===== src/rtl/pim_pkg.sv =====
// Shared definitions for the PIM conv sequencer: FSM state encoding and the
// signed saturating arithmetic used by the channel reduction tree.
package pim_pkg;

  typedef enum logic [2:0] {
    ST_FILL,
    ST_ISSUE,
    ST_WAIT,
    ST_REDUCE,
    ST_OUT
  } pim_state_e;

  function automatic int clog2(input int n);
    int r;
    r = 0;
    for (int i = 0; i < 31; i++) begin
      if ((1 << i) < n) r = i + 1;
    end
    return r;
  endfunction

  // Operands arrive sign-extended to 32 bits; the result is clamped to an ow-bit signed range.
  function automatic logic signed [31:0] sat_add(input logic signed [31:0] a,
                                                 input logic signed [31:0] b,
                                                 input int ow);
    logic signed [32:0] s;
    logic signed [32:0] hi;
    logic signed [32:0] lo;
    s  = 33'(a) + 33'(b);
    hi = (33'sd1 <<< (ow - 1)) - 33'sd1;
    lo = -(33'sd1 <<< (ow - 1));
    if (s > hi)      s = hi;
    else if (s < lo) s = lo;
    return s[31:0];
  endfunction

endpackage


===== src/rtl/pim_sat_add_tree.sv =====
// Registered pairwise saturating reduction of N signed OW-bit values; each
// level clamps its own sums, latency clog2(N) cycles (combinational for N=1).
module pim_sat_add_tree
  import pim_pkg::*;
#(
  parameter int N  = 6,
  parameter int OW = 8
) (
  input  logic            clk,
  input  logic            rst,
  input  logic            in_valid,
  input  logic [N*OW-1:0] in_data,
  output logic            out_valid,
  output logic [OW-1:0]   out_data
);

  localparam int LVL = clog2(N);

  generate
    if (LVL == 0) begin : g_pass
      assign out_valid = in_valid;
      assign out_data  = in_data[OW-1:0];
    end else begin : g_pipe
      logic [OW-1:0]  lvl_q [LVL][N];
      logic [OW-1:0]  lvl_d [LVL][N];
      logic [LVL-1:0] vld_q;

      // cur has one spare zero slot so an odd tail pair never indexes past the end
      always_comb begin
        logic [OW-1:0] cur [N+1];
        int            n_src;
        for (int i = 0; i < N; i++) cur[i] = in_data[i*OW +: OW];
        cur[N] = '0;
        n_src  = N;
        for (int l = 0; l < LVL; l++) begin
          for (int i = 0; i < N; i++) lvl_d[l][i] = '0;
          for (int i = 0; i < (N + 1) / 2; i++) begin
            if (2 * i + 1 < n_src)
              lvl_d[l][i] = OW'(sat_add(32'(signed'(cur[2*i])), 32'(signed'(cur[2*i+1])), OW));
            else if (2 * i < n_src)
              lvl_d[l][i] = cur[2*i];
          end
          for (int i = 0; i < N; i++) cur[i] = lvl_q[l][i];
          n_src = (n_src + 1) / 2;
        end
      end

      always_ff @(posedge clk or negedge rst) begin
        if (!rst) begin
          vld_q <= '0;
          for (int l = 0; l < LVL; l++)
            for (int i = 0; i < N; i++) lvl_q[l][i] <= '0;
        end else begin
          vld_q[0] <= in_valid;
          for (int l = 1; l < LVL; l++) vld_q[l] <= vld_q[l-1];
          lvl_q <= lvl_d;
        end
      end

      assign out_valid = vld_q[LVL-1];
      assign out_data  = lvl_q[LVL-1][0];
    end
  endgenerate

endmodule


===== src/rtl/conv_pim_seq.sv =====
// Sliding KxK window builder and PIM macro sequencer; collects per-channel
// macro results and returns one saturated channel sum per window.
//  state  | meaning
//  FILL   | accepting rows; window issues once K rows of the frame are present
//  ISSUE  | one-cycle mac_start, clear the done mask
//  WAIT   | capture per-channel results as their done pulses arrive
//  REDUCE | adder tree in flight
//  OUT    | conv_value held until out_ready
module conv_pim_seq
  import pim_pkg::*;
#(
  parameter int BIT_WIDTH   = 8,
  parameter int OUT_WIDTH   = 8,
  parameter int KERNEL_SIZE = 5,
  parameter int CHANNEL     = 6,
  parameter int ADDR_WIDTH  = 1
) (
  input  logic                                                clk,
  input  logic                                                rst,
  input  logic                                                in_valid,
  output logic                                                in_ready,
  input  logic [CHANNEL*KERNEL_SIZE*BIT_WIDTH-1:0]            in_row,
  input  logic                                                frame_start,
  input  logic [ADDR_WIDTH-1:0]                               bank_sel,
  output logic                                                mac_start,
  output logic [CHANNEL*KERNEL_SIZE*KERNEL_SIZE*BIT_WIDTH-1:0] mac_window,
  output logic [ADDR_WIDTH-1:0]                               mac_addr,
  input  logic [CHANNEL-1:0]                                  mac_done,
  input  logic [CHANNEL*OUT_WIDTH-1:0]                        mac_result,
  output logic                                                out_valid,
  input  logic                                                out_ready,
  output logic [OUT_WIDTH-1:0]                                conv_value
);

  localparam int K     = KERNEL_SIZE;
  localparam int ROW_W = KERNEL_SIZE * BIT_WIDTH;
  localparam int RCW   = clog2(KERNEL_SIZE + 1);
  localparam logic [RCW-1:0] ROW_FULL = RCW'(KERNEL_SIZE);

  pim_state_e state_q, state_d;
  logic [CHANNEL-1:0][K-1:0][ROW_W-1:0] win_q, win_d;
  logic [CHANNEL-1:0][ROW_W-1:0]        row_in;
  logic [CHANNEL-1:0][OUT_WIDTH-1:0]    res_q, res_d;
  logic [CHANNEL-1:0]                   mask_q, mask_d;
  logic [RCW-1:0]                       row_cnt_q, row_cnt_d;
  logic [ADDR_WIDTH-1:0]                addr_q, addr_d;
  logic                                 out_valid_q, out_valid_d;
  logic [OUT_WIDTH-1:0]                 conv_q, conv_d;
  logic                                 tree_in_valid;
  logic                                 tree_out_valid;
  logic [OUT_WIDTH-1:0]                 tree_out;

  assign row_in = in_row;

  // Kept apart from the FSM so the N=1 combinational tree path cannot form a loop through one block
  always_comb begin
    mask_d = mask_q;
    res_d  = res_q;
    if (state_q == ST_ISSUE) begin
      mask_d = '0;
    end else if (state_q == ST_WAIT) begin
      for (int c = 0; c < CHANNEL; c++) begin
        if (mac_done[c] && !mask_q[c]) begin
          mask_d[c] = 1'b1;
          res_d[c]  = mac_result[c*OUT_WIDTH +: OUT_WIDTH];
        end
      end
    end
  end

  assign tree_in_valid = (state_q == ST_WAIT) && (&mask_d);

  pim_sat_add_tree #(.N(CHANNEL), .OW(OUT_WIDTH)) u_tree (
    .clk      (clk),
    .rst      (rst),
    .in_valid (tree_in_valid),
    .in_data  (res_d),
    .out_valid(tree_out_valid),
    .out_data (tree_out)
  );

  always_comb begin
    state_d     = state_q;
    win_d       = win_q;
    row_cnt_d   = row_cnt_q;
    addr_d      = addr_q;
    out_valid_d = out_valid_q;
    conv_d      = conv_q;
    if (tree_out_valid) begin
      out_valid_d = 1'b1;
      conv_d      = tree_out;
    end
    case (state_q)
      ST_FILL: begin
        if (in_valid) begin
          for (int c = 0; c < CHANNEL; c++) begin
            for (int r = 0; r < K - 1; r++) win_d[c][r] = win_q[c][r+1];
            win_d[c][K-1] = row_in[c];
          end
          if (frame_start)                row_cnt_d = RCW'(1);
          else if (row_cnt_q != ROW_FULL) row_cnt_d = row_cnt_q + RCW'(1);
          if (row_cnt_d == ROW_FULL) begin
            addr_d  = bank_sel;
            state_d = ST_ISSUE;
          end
        end
      end
      ST_ISSUE: state_d = ST_WAIT;
      ST_WAIT: begin
        if (&mask_d) state_d = tree_out_valid ? ST_OUT : ST_REDUCE;
      end
      ST_REDUCE: begin
        if (tree_out_valid) state_d = ST_OUT;
      end
      ST_OUT: begin
        if (out_ready) begin
          out_valid_d = 1'b0;
          state_d     = ST_FILL;
        end
      end
      default: state_d = ST_FILL;
    endcase
  end

  always_ff @(posedge clk or negedge rst) begin
    if (!rst) begin
      state_q     <= ST_FILL;
      win_q       <= '0;
      res_q       <= '0;
      mask_q      <= '0;
      row_cnt_q   <= '0;
      addr_q      <= '0;
      out_valid_q <= 1'b0;
      conv_q      <= '0;
    end else begin
      state_q     <= state_d;
      win_q       <= win_d;
      res_q       <= res_d;
      mask_q      <= mask_d;
      row_cnt_q   <= row_cnt_d;
      addr_q      <= addr_d;
      out_valid_q <= out_valid_d;
      conv_q      <= conv_d;
    end
  end

  assign in_ready   = (state_q == ST_FILL);
  assign mac_start  = (state_q == ST_ISSUE);
  assign mac_window = win_q;
  assign mac_addr   = addr_q;
  assign out_valid  = out_valid_q;
  assign conv_value = conv_q;

endmodule


===== config.mk =====
export PLATFORM = sky130hd
export DESIGN_NAME = conv_pim_seq
export DESIGN_NICKNAME = d
export VERILOG_FILES = /design/src/rtl/pim_pkg.sv /design/src/rtl/pim_sat_add_tree.sv /design/src/rtl/conv_pim_seq.sv
export SDC_FILE = /design/constraint.sdc
export NUM_CORES = 2
export LEC_CHECK = 0
export CAP_MARGIN = 10
export CORE_AREA = 4 4 591 593
export CTS_CLUSTER_SIZE = 24
export DETAILED_ROUTE_END_ITERATION = 6
export DIE_AREA = 0 0 595 597
export SYNTH_ARGS = -nofsm -noshare
export SYNTH_HDL_FRONTEND = slang
export SYNTH_SLANG_ARGS = --single-unit

===== constraint.sdc =====
create_clock -name clk -period 3.32 [get_ports clk]
set_input_delay 0.664 -clock clk [delete_from_list [all_inputs] [get_ports clk]]
set_output_delay 0.664 -clock clk [all_outputs]
set_load 0.05 [all_outputs]

==> flow_metrics.env <==
export IMPL_path_class="reg2reg"
export IMPL_cts_buffers=162
export IMPL_power_leakage_nw=38.4
export IMPL_hp_class="reg2reg"
export IMPL_fin_crit_ps=3200
export IMPL_fin_crit_sh_pct=96.5
export IMPL_die_width_um=595
export IMPL_p_sw_mw=56.6
export IMPL_slowest_stage="or4_4"
export IMPL_endpoint_kind="flip-flop"
export IMPL_synthAdderAreaFrac_pct=1.48
export IMPL_synth_cell_type_count=64
export IMPL_status="finished clean"
export IMPL_drt_first_iter_violations=3948
export IMPL_worstPathArrival_ps=3880
export IMPL_p_per_area_nw_per_um2=1390
export IMPL_peakVddDrop_mv=0.843
export IMPL_final_net_count=7584
export IMPL_clockBufferDepth=4
export IMPL_num_vias=44700
export IMPL_cts_sinks=1321
export IMPL_post_drt_via_cell_ratio=3.74
export IMPL_drive_gt1_share_pct=9.52
export IMPL_r2r_cells=13
export IMPL_routabilityCongestion=0.920
export IMPL_finalMaxSlewViolations=0
export IMPL_synth_nets=5946
export IMPL_switching_share_pct=52.2
export IMPL_holdPathStages=0
export IMPL_layout_common_cells="nand2_1, clkdlybuf4s50_1, dfrtp_1"
export IMPL_fin_skew_ps=43.5
export IMPL_whs_ps=348
export IMPL_synth_cell_area_um2=50900
export IMPL_synth_xor_area_share_pct=0.327
export IMPL_die_height_um=597
export IMPL_grt_total_usage_pct=15.8
export IMPL_place_area_um2=72700
export IMPL_dp_slack_ps=-447
export IMPL_grt_start_max_net_pins=125
export IMPL_seqPwrFrac_pct=28.6
export IMPL_finalSetupViolCount=0
export IMPL_core_um2=345000
export IMPL_r2r_start="state_q[2]"
export IMPL_setup_slack_ps=115
export IMPL_rows=216
export IMPL_tightest_slew_ps=919
export IMPL_synth_simple_area_share_pct=27.5
export IMPL_avgRoutedWirePerCell_um=24.4
export IMPL_max_slew_margin_pct=38.5
export IMPL_maxCapViolCount=0
export IMPL_critPathLaunch="state_q[2]"
export IMPL_antenna_found_initial=78
export IMPL_grt_overflow=0
export IMPL_dr_pass1_iters=7
export IMPL_ys_seq_elements=1321
export IMPL_hold_viol=0
export IMPL_p_int_mw=51.9
export IMPL_avgSynthCellArea_um2=9.09
export IMPL_synthMuxAreaShare_pct=1.27
export IMPL_async_flop_share_pct=100
export IMPL_ant_nets=0
export IMPL_power_frac_clock_pct=16.9
export IMPL_ys_flop_type="dfrtp_1"
export IMPL_path_max_fanout=8
export IMPL_grt_pass1_wl_um=389000
export IMPL_hp_start="u_tree.g_pipe.vld_q[0]"
export IMPL_cp_cell_sequence="nor3b_2 -> buf_4 -> buf_6 -> nand3b_1 -> buf_6 -> buf_4 -> mux2_2 -> ha_4 -> o21a_1 -> o31a_1 -> or4_4 -> o221a_4 -> maj3_2"
export IMPL_fin_tns_setup_ps=0
export IMPL_drc=0
export IMPL_synth_compound_area_share_pct=1.86
export IMPL_clock_latency_ps=840
export IMPL_hpwlAfterDp_um=240000
export IMPL_p_comb_share_pct=54.5
export IMPL_synth_top_family_by_area="simple AND/OR/NAND/NOR gates"
export IMPL_cts_tree="yes"
export IMPL_syn_instance_count=5599
export IMPL_synth_warnings=0
export IMPL_drt_total_wl_um=292000
export IMPL_design_area_um2=78300
export IMPL_pin_count=1512
export IMPL_synth_edf_count=0
export IMPL_fin_total_pwr_mw=109
export IMPL_crit_path_start_kind="flip-flop"
export IMPL_area_growth_pct=53.8
export IMPL_die_area_um2=355000
export IMPL_grt_pass1_vias=43300
export IMPL_htree_num_levels=4
export IMPL_start_util_pct=14.8
export IMPL_fmax_ghz=0.312
export IMPL_cpPeakStageDelay_ps=420
export IMPL_port_buffers=1511
export IMPL_required_ps=4000
export IMPL_clock_root_buffer="clkbuf_16"
export IMPL_ys_seq_area_share_pct=64.9
export IMPL_final_common_cell="nand2_1"
export IMPL_path_clk_slew_ps=60
==> timing repair <==
| item | in CTS | in global routing |
|---|---|---|
| cloned | 0 | 0 |
| hold buffers | 1 | 0 |
| endpoints found under the hold margin | 48 | 0 |
| pin swaps | 0 | 2 |
| setup endpoints to repair | 7 | 20 |
| buffers inserted | 0 | 2 |
| resized for setup | 2 | 22 |
==> layer usage <==
layer | GRT usage (%) | wire (um) | vias up
met4 | 4.66 | 9890 | 50
met5 | 0 | 373 | -
met3 | 7.92 | 36700 | 399
met1 | 18.7 | 114000 | 22000
li1 | - | - | 20500
met2 | 24.9 | 131000 | 1761
==> power by group through the flow <==
| stage | Clock (mW) | Combinational [mW] | Sequential, mW |
|---|---|---|---|
| 6_report | 18.3 | 59.1 | 31.1 |
| 5_1_grt | 19.5 | 62.7 | 31.9 |
| 3_5_place_dp | 0 | 59.6 | 31.2 |
| 2_1_floorplan | 0 | 11.9 | 51.2 |
| 4_1_cts | 18.9 | 59.8 | 31.0 |
| 3_3_place_gp | 0 | 59.3 | 31.1 |
==> registers in the layout, summed over array words and instances (netlist names) <==
name / cells
mac_window: 1200
out_valid: 1
res_q: 48
u_tree.out_data: 8
u_tree.g_pipe.vld_q: 3
state_q: 3
mask_q: 6
mac_addr: 1
row_cnt_q: 3
conv_value: 8
u_tree.g_pipe.lvl_q: 32
u_tree.g_pipe.lvl_d: 8
==> worst max-delay path, delay by kind of cell, from the launching register on <==
family	cells	cell delay (ps)
AOI/OAI and AO/OA	3	470
DFF	1	380
muxes	1	310
buffers and inverters	4	610
adders and majority gates	2	540
and+or+nand+nor	3	750
==> cells in the mapped netlist (all sizes together) (3+ instances only) <==
master  count  area share (%)
a211o       3           0.052
a211oi      9            0.13
a21boi      6           0.088
a21o       11            0.16
a21oi      32            0.31
buf       129             1.3
clkbuf    144             1.1
dfrtp    1321              65
fa          5            0.20
ha         42             1.0
inv        32            0.24
maj3       12            0.25
mux2       54             1.2
mux2i       4           0.079
nand2    3619              27
nand2b      4           0.049
nand3b      8            0.12
nor2       30            0.22
nor2b       5           0.076
nor3        7           0.069
nor3b       6           0.088
o211a       3           0.059
o211ai      6           0.088
o21a        7            0.10
o21ai      35            0.34
o31a        3           0.054
o31ai       7            0.10
xnor2      10            0.17
xor2        9            0.15
==> worst paths after layout <==
path / to / slack [ps]
hold reg to reg: u_tree.g_pipe.vld_q[1] / 350
setup / recovery: u_tree.g_pipe.lvl_q[137] / 120
setup reg to reg: u_tree.g_pipe.lvl_q[137] / 120
max in group asynchronous: mac_window[1183] / 1770
min in group asynchronous: mac_window[1160] / 640
hold / removal: u_tree.g_pipe.vld_q[1] / 350
==> cells by family (layout without fill, tap and decap cells) <==
| logic type | after synthesis | count (layout) |
|---|---|---|
| flops | 1321 | 1321 |
| other cells | 0 | 16 |
| compound gates | 142 | 142 |
| buf+inv | 305 | 2066 |
| mux | 58 | 58 |
| simple gates | 3695 | 3695 |
| fa+ha+maj | 59 | 59 |
| xor+xnor | 19 | 19 |
==> metrics by stage <==
step                      cells  util (%)
after floorplan            5599         -
after global placement    11600      21.1
after detailed placement  11600      21.1
after CTS                 11900      22.7
after global routing      11900      22.7
final                     12000      22.7
==> final cells by class <==
type	count	area [um2]
diodes	16	40.0
clock buffers	236	4680
clock inverters	51	746
fillers	37500	266000
inverters	32	120
multi-input cells	3973	16700
flip-flops and latches	1321	33100
well taps	4578	5730
repair buffers	1747	17200
No activity file was read; power rests on OpenSTA's default activity.
